**src/rtl/fetch_pc_ctrl.sv**
```systemverilog
// Fetch PC controller: PC+4 sequencing, stall hold, EX redirect with flush bubbles, sticky HALT.
// Optional branch statistics counters are built when BRANCH_STATS_EN is defined.
module fetch_pc_ctrl #(
    parameter int unsigned PC_W         = 9,
    parameter int unsigned RESET_PC     = 0,
    parameter int unsigned FLUSH_CYCLES = 2
) (
    input  logic            clk,
    input  logic            reset,
    input  logic            stall,
    input  logic            PcSel,
    input  logic [31:0]     BrPC,
    input  logic            halt_req,
    output logic [PC_W-1:0] PC,
    output logic            if_valid,
    output logic            flush,
    output logic            halted,
    output logic            addr_err,
    output logic [15:0]     redirect_cnt,
    output logic [15:0]     bubble_cnt
);

    typedef enum logic [1:0] {StRun, StFlush, StHalted} state_e;

    localparam logic [1:0] CntInit = 2'(FLUSH_CYCLES - 1);

    state_e          state_q;
    logic [1:0]      cnt_q;
    logic            started_q;
    logic [PC_W-1:0] target;
    logic            target_bad;
    logic            accept;

    assign target     = {BrPC[PC_W-1:2], 2'b00};
    assign target_bad = (BrPC[1:0] != 2'b00) || ((BrPC >> PC_W) != 32'd0);
    // A redirect is honoured in RUN and FLUSH, never on the wake-up edge or once halted.
    assign accept     = started_q && PcSel && (state_q != StHalted);

    always_ff @(posedge clk or negedge reset) begin
        if (!reset) begin
            state_q   <= StRun;
            cnt_q     <= 2'd0;
            started_q <= 1'b0;
            PC        <= PC_W'(RESET_PC);
            if_valid  <= 1'b0;
            flush     <= 1'b0;
            halted    <= 1'b0;
            addr_err  <= 1'b0;
        end else if (!started_q) begin
            started_q <= 1'b1;
            if_valid  <= 1'b1;
        end else begin
            if (accept && target_bad) addr_err <= 1'b1;
            case (state_q)
                StRun: begin
                    if (PcSel) begin
                        PC       <= target;
                        state_q  <= StFlush;
                        cnt_q    <= CntInit;
                        flush    <= 1'b1;
                        if_valid <= 1'b0;
                    end else if (halt_req) begin
                        state_q  <= StHalted;
                        halted   <= 1'b1;
                        if_valid <= 1'b0;
                    end else if (!stall) begin
                        PC       <= PC + PC_W'(4);
                        if_valid <= 1'b1;
                    end
                end
                StFlush: begin
                    if (PcSel) begin
                        PC    <= target;
                        cnt_q <= CntInit;
                    end else if (cnt_q == 2'd0) begin
                        state_q  <= StRun;
                        flush    <= 1'b0;
                        if_valid <= 1'b1;
                    end else begin
                        cnt_q <= cnt_q - 2'd1;
                    end
                end
                StHalted: begin
                end
                default: state_q <= StRun;
            endcase
        end
    end

`ifdef BRANCH_STATS_EN
    // Saturating counters; bubbles are counted on each edge that closes a flush cycle.
    always_ff @(posedge clk or negedge reset) begin
        if (!reset) begin
            redirect_cnt <= 16'd0;
            bubble_cnt   <= 16'd0;
        end else begin
            if (accept && (redirect_cnt != 16'hFFFF)) redirect_cnt <= redirect_cnt + 16'd1;
            if (flush && (bubble_cnt != 16'hFFFF)) bubble_cnt <= bubble_cnt + 16'd1;
        end
    end
`else
    assign redirect_cnt = 16'd0;
    assign bubble_cnt   = 16'd0;
`endif

endmodule
```
**config.mk**
```make
export PLATFORM = sky130hd
export DESIGN_NAME = fetch_pc_ctrl
export DESIGN_NICKNAME = d
export VERILOG_FILES = /design/src/rtl/fetch_pc_ctrl.sv
export SDC_FILE = /design/constraint.sdc
export NUM_CORES = 1
export LEC_CHECK = 0
export ABC_AREA = 1
export CORE_ASPECT_RATIO = 0.75
export CORE_MARGIN = 2
export CORE_UTILIZATION = 40
export CTS_BUF_LIST = sky130_fd_sc_hd__clkbuf_16
export CTS_CLUSTER_DIAMETER = 120
export DETAILED_ROUTE_END_ITERATION = 8
export HOLD_SLACK_MARGIN = 0.02
export PLACE_DENSITY = 0.87
export SLEW_MARGIN = 30
export SYNTH_ARGS = -nofsm -noshare
export SYNTH_HDL_FRONTEND = slang
export SYNTH_SLANG_ARGS = --single-unit
```
**constraint.sdc**
```tcl
create_clock -name clk -period 3.1 [get_ports clk]
set_input_delay 0.93 -clock clk [delete_from_list [all_inputs] [get_ports clk]]
set_output_delay 0.93 -clock clk [all_outputs]
set_load 0.02 [all_outputs]
```
==> reports/results.tsv, run 1 <==
stage	metric	value	unit
clock_network	cts_made_buffers	3	
power	ir_drop	0.436	mV
power	p_total	1.28	mW
synth	synth_flop_cell	dfrtp_1	
critical_path	worst_r2r_path_depth	8	
detailed_routing	ant_nets	0	
detailed_routing	wire_per_inst	10.1	um
finish	n_antenna_cell	0	
die	dieArea	0.00375	mm^2
synth	synth-compound-area-share	6.70	%
die	start_util	43.3	%
finish	drive_gt1_share	6.61	%
timing	period_needed	2.26	ns
clock_network	holdBufCountCts	0	
placed_design	hpwl	2240	um
critical_path	r2r-start	state_q[1]	
synth	synth_top_area_share	30.6	%
clock_network	ctsHtreeMaxLevel	1	
finish	area_delta_synth_final	35.6	%
synth	synth_edf_count	0	
die	ios	82	
synth	synth_top_family_by_area	simple AND/OR/NAND/NOR gates	
finish	final_area	0.00177	mm^2
timing	clock.fmax	442	MHz
synth	ys.warnings.count	0	
synth	synth_xor_area_share	0.670	%
grt	grt_overflow_total	0	
clock_network	cts_tree	built	
die	fp-row-count	17	
worst_hold_path	hp-class	register to register	
critical_path	cp_top_family	buffers and inverters	
die	fp.dieW	70.0	um
grt	busiest_layer	met2	
power	switching_share	42.9	%
critical_path	end_kind	primary output	
finish	layout.nets	282	
detailed_routing	num_vias	1216	
clock_network	post_cts_buffers	0	
clock_network	clk_pin_slew	0.05	ns
grt	use_met2	30.0	%
power	p_int	0.731	mW
timing	fin_setup_tns	0	ns
power	p_per_area	722	mW/mm^2
grt	grt_util_all_layers	15.9	%
timing	hold_viol	0	
detailed_routing	drc_errors	0	
synth	ys_top_cells_by_area	dfrtp_1 (31%), buf_4 (20%), nand2_1 (16%)	
finish	fin_util	58.7	%
critical_path	critical_path_class	register to primary output	
grt	use_met1	17.5	%
timing	tightestPinTransition	0.698	ns
power	p_comb_share	50.1	%
critical_path	cpMaxStageDelayCell	clkdlybuf4s50_1	
detailed_routing	routed_wl	2820	um
synth	synth_seq_cells	16	
timing	setup_viol	0	
run_status	status	finished clean	
critical_path	crit_chain	clkdlybuf4s50_1	
timing	period_share	72.9	%
critical_path	reg2reg_slack	1.75	ns
worst_hold_path	hold_end	addr_err	
timing	drv_slew	0	
clock_network	cts.sinks	16	
placed_design	post_dp_cell_area	0.00169	mm^2
worst_hold_path	hold_start	addr_err	
synth	synth_top_area_cell	dfrtp_1	
detailed_routing	first_iter_violations	24	
timing	fin_skew	0.00359	ns
synth	syn_area_per_cell	6.81	um^2
grt	grt_pass1_vias	1118	
critical_path	crit_required	2.17	ns
die	dieHeight	53.5	um
synth	synth-simple-area-share	35.8	%
critical_path	critical_path.max_stage_delay	0.64	ns
synth	synthCells	192	
synth	syn_area	0.00131	mm^2
timing	rsz0062_at_grt	no	
critical_path	cp_num_buf_inv	1	
power	clkPwrFrac	19.6	%
grt	antenna_found_initial	0	
worst_hold_path	holdPathStages	2	
grt	use_met3	4.95	%
power	switchingPower	0.550	mW
placed_design	port_buffers	47	
detailed_routing	viasPerCell	4.34	
clock_network	clk_path_buf_depth	2	
grt	grt_max_degree	17	
synth	synthArstFlopShare	100	%
clock_network	root_buffer	clkbuf_16	
power	power_leakage	0.863	nW
clock_network	clk-insertion-delay-late	0.24	ns
critical_path	worst_r2r_endpoint	PC[2]	
die	core_area	0.00302	mm^2
flow_run	maxCapViolations	0	
synth	synthDistinctLibCells	23	
critical_path	critPathLaunchType	register	
grt	grt_pass1_wl	4680	um
clock_network	ctsResizeCount	0	
critical_path	cp.arrival	1.33	ns
power	p_seq_share	30.3	%
placed_design	gp_congestion	0.968	
synth	synthAdderAreaFrac	1.91	%
synth	ys_seq_area_share	30.6	%
critical_path	cp_max_fo	6	
timing	timing.slew.headroom	53.3	%
detailed_routing	drt_pass1_iterations	4	
synth	synthMuxAreaShare	0	%
[metal layers]
| metal | wire, um | vias up | part of all wire, % |
|---|---|---|---|
| li1 | - | 634 | - |
| met1 | 1240 | 519 | 44 |
| met2 | 1290 | 57 | 46 |
| met3 | 253 | 6 | 9.0 |
| met4 | 42 | 0 | 1.5 |
| met5 | 0 | - | 0 |
[cell usage in the layout, fill, tap and decap left out, drive strengths merged, types with 3 or more instances in the layout]
cell type      netlist  layout
a21oi                5       5
o21ai               11      11
clkbuf               0       3
inv                 14      14
nand3               12      12
conb                 2      35
nand2               60      60
nor2                28      28
clkdlybuf4s50        0      47
dfrtp               16      16
[power by group through the flow]
stage | Combinational (mW) | Sequential [mW] | Clock, mW
final | 0.642 | 0.388 | 0.251
after global routing | 0.715 | 0.399 | 0.264
after CTS | 0.645 | 0.387 | 0.253
after detailed placement | 0.638 | 0.388 | 0
after global placement | 0.624 | 0.386 | 0
after floorplan | 0.379 | 0.437 | 0
[state kept, by name (all words and copies together) (netlist names)]
signal     flops
flush          1
started_q      1
PC             7
halted         1
cnt_q          2
if_valid       1
state_q        2
addr_err       1
[logic make-up after synthesis]
kind of cell / after synthesis
buffers and inverters: 48
flip-flops: 16
AND/OR/NAND/NOR: 106
other: 2
XOR/XNOR: 1
adder cells (fa/ha/maj): 2
AO/OA/AOI/OAI: 17
[metrics by stage]
step | cells | hold slack, ns | worst slack, ns
4_1_cts | 280 | 0.471 | 0.831
3_3_place_gp | 276 | 0.449 | 0.808
3_5_place_dp | 276 | 0.458 | 0.814
2_1_floorplan | 225 | 0.472 | 1.52
5_1_grt | 280 | 0.520 | 0.782
6_report | 280 | 0.462 | 0.839
[worst max path at each step]
stage	start	end	slack [ns]	cells past startpoint
global route	PC[4]	PC[4]	0.78	1
detailed placement	PcSel	PC[6]	0.81	7
global placement	PcSel	PC[6]	0.81	7
floorplan	PcSel	PC[4]	1.52	7
finish	PC[4]	PC[4]	0.84	1
CTS	PC[4]	PC[4]	0.83	1
[cell type report]
type,instances,area [um^2]
clock inverters,1,3.75
repair buffers,47,470
flip-flops and latches,16,400
multi-input cells,161,721
clock buffers,3,75.1
well taps,38,47.5
inverters,14,55.1
fillers,277,1250
[synthesized netlist by cell type (all sizes together) (2+ instances only)]
cell type  instances
buf               34
o21ai             11
a21oi              5
nor2              28
nand2             60
nand4              2
ha                 2
nand3b             2
or2                2
conb               2
dfrtp             16
nand3             12
inv               14
Note: power is estimated with default switching activity, not from simulation.
==> inputs of run 2 (changes only) <==
CORE_UTILIZATION = 33   (was 40)
PLACE_DENSITY = 0.76   (was 0.87)
clock period = 1.96 ns   (was 3.1 ns; I/O delays follow)
==> run 2 against run 1 <==
Combinational power grew 57%. First-iteration DRC count grew 33%. Total power grew 59%. Worst hold slack gained 0.0078 ns. Critical endpoint is now PC[2].
==> reports/results.tsv, run 2 (synthesized netlist as in run 1, its figures left out) <==
stage	metric	value	unit
critical_path	worst_r2r_endpoint	PC[4]	
critical_path	critical_path_class	register to primary output	
die	start_util	35.0	%
grt	grt_pass1_vias	1147	
detailed_routing	viasPerCell	4.27	
critical_path	r2r-start	state_q[1]	
die	core_area	0.00373	mm^2
placed_design	gp_congestion	0.927	
finish	n_antenna_cell	0	
worst_hold_path	holdPathStages	2	
critical_path	cp_max_fo	6	
finish	largest_register_ff_count	7	
clock_network	cts.sinks	16	
clock_network	cts_made_buffers	3	
placed_design	port_buffers	47	
worst_hold_path	hp-class	register to register	
detailed_routing	drt_pass1_iterations	4	
critical_path	end_kind	primary output	
critical_path	critPathLaunchType	register	
critical_path	worst_r2r_path_depth	8	
finish	layout_common_cells	nand2_1 (55), clkdlybuf4s50_1 (45), conb_1 (35)	
finish	top_regs	PC: 7 flops, cnt_q: 2 flops, state_q: 2 flops	
detailed_routing	num_vias	1263	
run_status	status	finished clean	
critical_path	crit_chain	clkdlybuf4s50_1	
die	fp.dieW	76.7	um
critical_path	cp_num_cells	1	
detailed_routing	drc_errors	0	
critical_path	cp.arrival	1.33	ns
clock_network	clk-insertion-delay-late	0.25	ns
timing	fin_setup_tns	0	ns
finish	area_delta_synth_final	38.5	%
power	power_leakage	0.897	nW
timing	period_needed	1.92	ns
die	ios	82	
finish	drive_gt1_share	7.38	%
die	fp-row-count	19	
flow_run	maxCapViolations	0	
finish	layout.nets	284	
timing	hold_viol	0	
grt	antenna_found_initial	0	
timing	rsz0062_at_grt	no	
timing	drv_slew	0	
clock_network	cts_tree	built	
grt	grt_overflow_total	0	
clock_network	holdBufCountCts	0	
clock_network	ctsHtreeMaxLevel	1	
timing	setup_viol	0	
critical_path	crit_required	1.37	ns
critical_path	reg2reg_slack	0.65	ns
grt	grt_max_degree	17	
die	dieHeight	58.5	um
clock_network	post_cts_buffers	0	
grt	grt_util_all_layers	13.7	%
detailed_routing	wire_per_inst	10.1	um
clock_network	root_buffer	clkbuf_16	
clock_network	ctsResizeCount	0	
worst_hold_path	hold_end	halted	
worst_hold_path	hold_start	halted	
finish	fill_cells	381	
placed_design	hpwl	2390	um
timing	fin_skew	0.00511	ns
clock_network	clk_pin_slew	0.05	ns
timing	setup_slack	0.0404	ns
critical_path	cpMaxStageDelayCell	clkdlybuf4s50_1	
critical_path	critical_path.max_stage_delay	0.65	ns
detailed_routing	first_iter_violations	32	
power	ir_drop	0.739	mV
finish	largest_register	PC	
timing	period_share	97.9	%
timing	clock.fmax	521	MHz
finish	final_common_cell	nand2_1	
grt	grt_pass1_wl	5010	um
die	dieArea	0.00449	mm^2
power	p_per_area	1120	mW/mm^2
detailed_routing	ant_nets	0	
critical_path	cp_top_family	buffers and inverters	
clock_network	clk_path_buf_depth	2	
placed_design	place_ws	0.0909	ns
critical_path	cp_num_buf_inv	1	
detailed_routing	routed_wl	3000	um
==> run 2: cell count changes in the layout (fill, tap and decap cells not counted) <==
cell             previous run  this run
buf_4                       0         2
dlymetal6s2s_1              0         2
clkdlybuf4s50_1            47        45
==> run 2: area by class of cell <==
cell class | count | area (um^2) | area share (%)
flip-flops and latches | 16 | 400 | 22.1
multi-input cells | 161 | 721 | 39.8
well taps | 52 | 65.1 | 3.59
clock buffers | 3 | 75.1 | 4.15
clock inverters | 1 | 3.75 | 0.207
repair buffers | 49 | 490 | 27.1
inverters | 14 | 55.1 | 3.04
==> run 2: worst max-delay path by stage <==
stage	slack [ns]	startpoint	to
floorplan	0.68	PC[2]	PC[8]
global placement	0.07	PcSel	PC[6]
detailed placement	0.09	PcSel	PC[6]
CTS	0.03	PC[4]	PC[4]
global route	0.002	PC[5]	PC[5]
finish	0.04	PC[2]	PC[2]
==> run 2: metal layers <==
metal | track usage, % | wire [um]
met5 | 0 | 0
met4 | 3.64 | 18
met3 | 4.60 | 299
met2 | 24.1 | 1320
met1 | 16.4 | 1360
==> run 2: report_power, final <==
group / internal [mW] / switching [mW] / total (mW)
Sequential: 0.459 / 0.154 / 0.613
Combinational: 0.425 / 0.588 / 1.01
Clock: 0.271 / 0.136 / 0.407
Total: 1.16 / 0.878 / 2.03
==> run 2: metrics by stage <==
step	std cells	hold WS, ns	instance area [um^2]	utilization, %	power, mW
4_1_cts	296	0.475	1810	48.4	2.05
6_report	296	0.470	1810	48.5	2.03
2_1_floorplan	225	0.292	1430	-	1.29
3_5_place_dp	292	0.453	1730	46.3	1.63
3_3_place_gp	292	0.456	1730	46.3	1.61
5_1_grt	296	0.484	1810	48.5	2.20
==> RTL edit 1: new RTL, config.mk and constraints of run 2 <==
The option `BRANCH_STATS_EN` is turned on by a define.
--- a/src/rtl/fetch_pc_ctrl.sv
+++ b/src/rtl/fetch_pc_ctrl.sv
@@ -1,4 +1,6 @@
 // Fetch PC controller: PC+4 sequencing, stall hold, EX redirect with flush bubbles, sticky HALT.
 // Optional branch statistics counters are built when BRANCH_STATS_EN is defined.
+`define BRANCH_STATS_EN
+
 module fetch_pc_ctrl #(
     parameter int unsigned PC_W         = 9,
Formal check against the unedited RTL: not equivalent (a bounded check fails within 4 cycles, from zero or initial values and one cycle with reset low).
==> RTL edit 1 against run 2 <==
Setup slack better by 0.0032 ns; sequential cell count grew 32; power up 120%; synthesized area is 130% higher; wire length increased to 2.6 times the old value; final area rose by 130%; combinational power grew 98%; critical endpoint is now bubble_cnt[1]; highest routed layer unchanged.
==> RTL edit 1: results <==
set metrics [dict create \
    crit_start "bubble_cnt[1]" \
    finClkSkew_ns 0.00688 \
    avgSynthCellArea_sq_um 6.91 \
    wl_met3_microns 373 \
    crit_path_max_incr_delay_ns 0.63 \
    p_leak_nw 2.24 \
    synth_common_cells "nand2_1 (147), nor2_1 (56), dfrtp_1 (48), nand3_1 (44), inv_1 (42)" \
    grt_max_degree 25 \
    r2r_slack_ns 0.33 \
    grt_pass1_vias 2891 \
    hold_ws_ns 0.298 \
    drive_gt1_share_pct 7.05 \
    dp_hpwl_mm 5.80 \
    fin_nets 566 \
    cp_max_fo 4 \
    htreeDepth 2 \
    cts_made_buffers 5 \
    portBuffers 79 \
    synth_cell_types 32 \
    place_area_sq_um 3960 \
    r2r_end "bubble_cnt[2]" \
    seq_area_frac_synth_pct 40.0 \
    grt_pass1_wl_mm 13.0 \
    clk_pin_slew_ns 0.07 \
    wl_per_cell_microns 12.0 \
    reg_top3 "bubble_cnt x16, redirect_cnt x16, PC x7" \
    dp_cells 630 \
    outcome "finished, final reports clean" \
    vias 3061 \
    gp_congestion 0.876 \
]
-- RTL edit 1: changes by cell type after synthesis, sizes merged, moves of 21 or more --
cell	change
nand3	+34
dfrtp	+32
nor2	+31
inv	+31
buf	-24
nand2	+91
o21ai	+21
-- RTL edit 1: metrics by stage --
stage               setup TNS, ns  setup WS, ns  power (W)
detailed placement         -0.722       -0.0604    0.00366
finish                          0        0.0436    0.00442
floorplan                       0         0.429    0.00282
global placement          -0.0229       -0.0110    0.00358
global route                    0       0.00329    0.00475
CTS                             0       0.00174    0.00448
-- RTL edit 1: logic make-up (layout without fill, tap and decap cells) --
family / after synthesis / after routing / share of synthesized area, %
AND/OR/NAND/NOR: 274 / 274 / 39.0
adder cells (fa/ha/maj): 4 / 4 / 1.67
buffers and inverters: 56 / 145 / 8.25
XOR/XNOR: 15 / 15 / 4.37
flip-flops: 48 / 48 / 40.0
other: 2 / 3 / 0.250
AO/OA/AOI/OAI: 36 / 36 / 6.46
-- RTL edit 1: repair_timing --
item,CTS,global route
buffers inserted,0,0
endpoints found under the setup margin,12,20
endpoints found under the hold margin,0,0
gates resized for setup,12,20
pin swaps,0,0
gates cloned,0,0
-- RTL edit 1: layout make-up --
cell class / count / area (sq um) / share of cell area, %
tap: 112 / 140 / 3.40
inverter: 46 / 173 / 4.19
sequential: 48 / 1200 / 29.1
clock inverter: 2 / 8.76 / 0.212
timing repair buffer: 92 / 918 / 22.3
clock buffer: 5 / 125 / 3.03
multi-input combinational: 332 / 1560 / 37.8
-- RTL edit 1: per-layer routing --
metal  vias up  GRT usage, %
met1      1418          20.9
met3         7          3.57
li1       1557             -
met5         -             0
met2        79          27.9
met4         0          4.10
-- RTL edit 1: worst max-delay path by stage --
stage	endpoint	slack (ns)
after global routing	PC[3]	0.003
after global placement	redirect_cnt[8]	-0.01
after detailed placement	redirect_cnt[8]	-0.06
after CTS	redirect_cnt[9]	0.002
final	bubble_cnt[1]	0.04
after floorplan	bubble_cnt[13]	0.43
-- RTL edit 1: where the power goes --
part | internal, W | switching [W] | leakage [nW] | total (W)
Combinational | 0.000815 | 0.00118 | 1.55 | 0.00200
Sequential | 0.00126 | 0.000340 | 0.619 | 0.00160
Clock | 0.000460 | 0.000368 | 0.0709 | 0.000827
Total | 0.00253 | 0.00189 | 2.24 | 0.00442
==> RTL edit 2: new RTL, settings of run 2 <==
Without the edit above. The 3 states of `state_e` get a one-hot encoding in 3 bits.
--- a/src/rtl/fetch_pc_ctrl.sv
+++ b/src/rtl/fetch_pc_ctrl.sv
@@ -21,5 +21,5 @@
 );
 
-    typedef enum logic [1:0] {StRun, StFlush, StHalted} state_e;
+    typedef enum logic [2:0] {StRun = 3'b001, StFlush = 3'b010, StHalted = 3'b100} state_e;
 
     localparam logic [1:0] CntInit = 2'(FLUSH_CYCLES - 1);
Function: same outputs for any inputs over 10 cycles, from zero or initial values and one cycle with reset low; not proved beyond that.
==> RTL edit 2 against run 2 <==
Non-clock buffer count is 3 higher; sequential cell count is 1 higher; power is 7.7% higher; final area is 6.8% higher; register-to-register slack worse by 0.19 ns; final cell count is 7.1% higher; synthesized area is 8.3% higher; setup slack better by 0.024 ns; wire length hardly changed; critical path type unchanged; critical endpoint is now PC[4]; largest power group unchanged; highest routed layer is now met3.
==> RTL edit 2: results <==
set metrics [dict create \
    met3_usage_pct 4.32 \
    crit_path_max_incr_delay_ns 0.64 \
    met1_usage_pct 17.9 \
    cp_max_fo 5 \
    clk_latency_ns 0.25 \
    fin_crit_ns 1.90 \
    pg_seq_w 0.000640 \
    peakVddDrop_mv 0.693 \
    seq_area_frac_synth_pct 30.1 \
    dp_slack_ns -0.0356 \
    grt_pass1_vias 1223 \
    drt-initial-drc-count 36 \
    fin_nets 302 \
    wl_per_cell_microns 9.45 \
    synth_cell_types 24 \
    p_leak_nw 0.991 \
    clk_pin_slew_ns 0.05 \
    reg2reg_depth 7 \
    gp_congestion 0.912 \
    dp_hpwl_mm 2.56 \
    finClkSkew_ns 0.00348 \
    outcome "finished, final reports clean" \
    crit_start "PC[4]" \
    r2r_end "PC[7]" \
    setup_viol 0 \
    r2r_slack_ns 0.46 \
    grtUsageTotal_pct 14.0 \
    grt_pass1_wl_mm 5.26 \
    reg_top3 "PC x7, state_q x3, cnt_q x2" \
    synthTopCellsByArea "dfrtp_1 (28%), buf_4 (19%), nand2_1 (18%)" \
    ys.warnings.count 0 \
    crit_end "PC[4]" \
    antenna_found_initial 0 \
    p_sw_w 0.000951 \
    clk-power_w 0.000413 \
    grt_use_met2_pct 24.1 \
    synth_common_cells "nand2_1 (67), buf_4 (35), nor2_1 (23), dfrtp_1 (16), inv_1 (16)" \
    r2r_start "state_q[0]" \
    drive_gt1_share_pct 9.92 \
    max-cap-violations 0 \
    cts_root_buf "clkbuf_16" \
    via_per_inst 4.04 \
    grt_max_degree 11 \
    worst-endpoint-arrival_ns 1.31 \
]
==> RTL edit 2: cell count changes after synthesis, sizes merged, moves of 2 or more <==
| cell | before | now |
|---|---|---|
| nor3 | 0 | 4 |
| o21ai | 11 | 6 |
| nor2 | 28 | 26 |
| nand3 | 12 | 15 |
| or2 | 2 | 4 |
| nand2 | 60 | 72 |
| a21oi | 5 | 0 |
| inv | 14 | 20 |
==> RTL edit 2: cell type report <==
class,count,area (sq um)
sequential,17,427
tap,55,68.8
clock inverter,1,5.00
inverter,20,75.1
timing repair buffer,52,508
multi-input combinational,169,776
fill,422,2140
clock buffer,3,75.1
==> RTL edit 2: metrics by stage <==
| step | area (sq um) | power (W) | util [%] | hold slack, ns | instances |
|---|---|---|---|---|---|
| floorplan | 1540 | 0.00142 | - | 0.292 | 241 |
| global placement | 1850 | 0.00176 | 45.5 | 0.444 | 313 |
| detailed placement | 1850 | 0.00179 | 45.5 | 0.453 | 313 |
| CTS | 1930 | 0.00221 | 47.4 | 0.466 | 317 |
| global route | 1930 | 0.00240 | 47.4 | 0.490 | 317 |
| finish | 1930 | 0.00219 | 47.4 | 0.459 | 317 |
==> RTL edit 2: cell families after synthesis <==
family | after synthesis | synth area share, %
DFF | 17 | 30.1
and+or+nand+nor | 125 | 41.1
buffers and inverters | 55 | 23.9
other | 2 | 0.530
AOI/OAI and AO/OA | 7 | 2.65
adders and majority gates | 2 | 1.77
==> RTL edit 2: metal layers <==
metal / vias to the layer above / wire length, microns
met5: - / 0
met4: 0 / 0
met3: 0 / 144
met2: 30 / 1460
met1: 572 / 1400
li1: 678 / -
==> RTL edit 2: worst min-delay path, stage by stage (launching register included) <==
cell	delay [ns]
dfrtp_1	0.33
inv_1	0.04
nand2_1	0.05
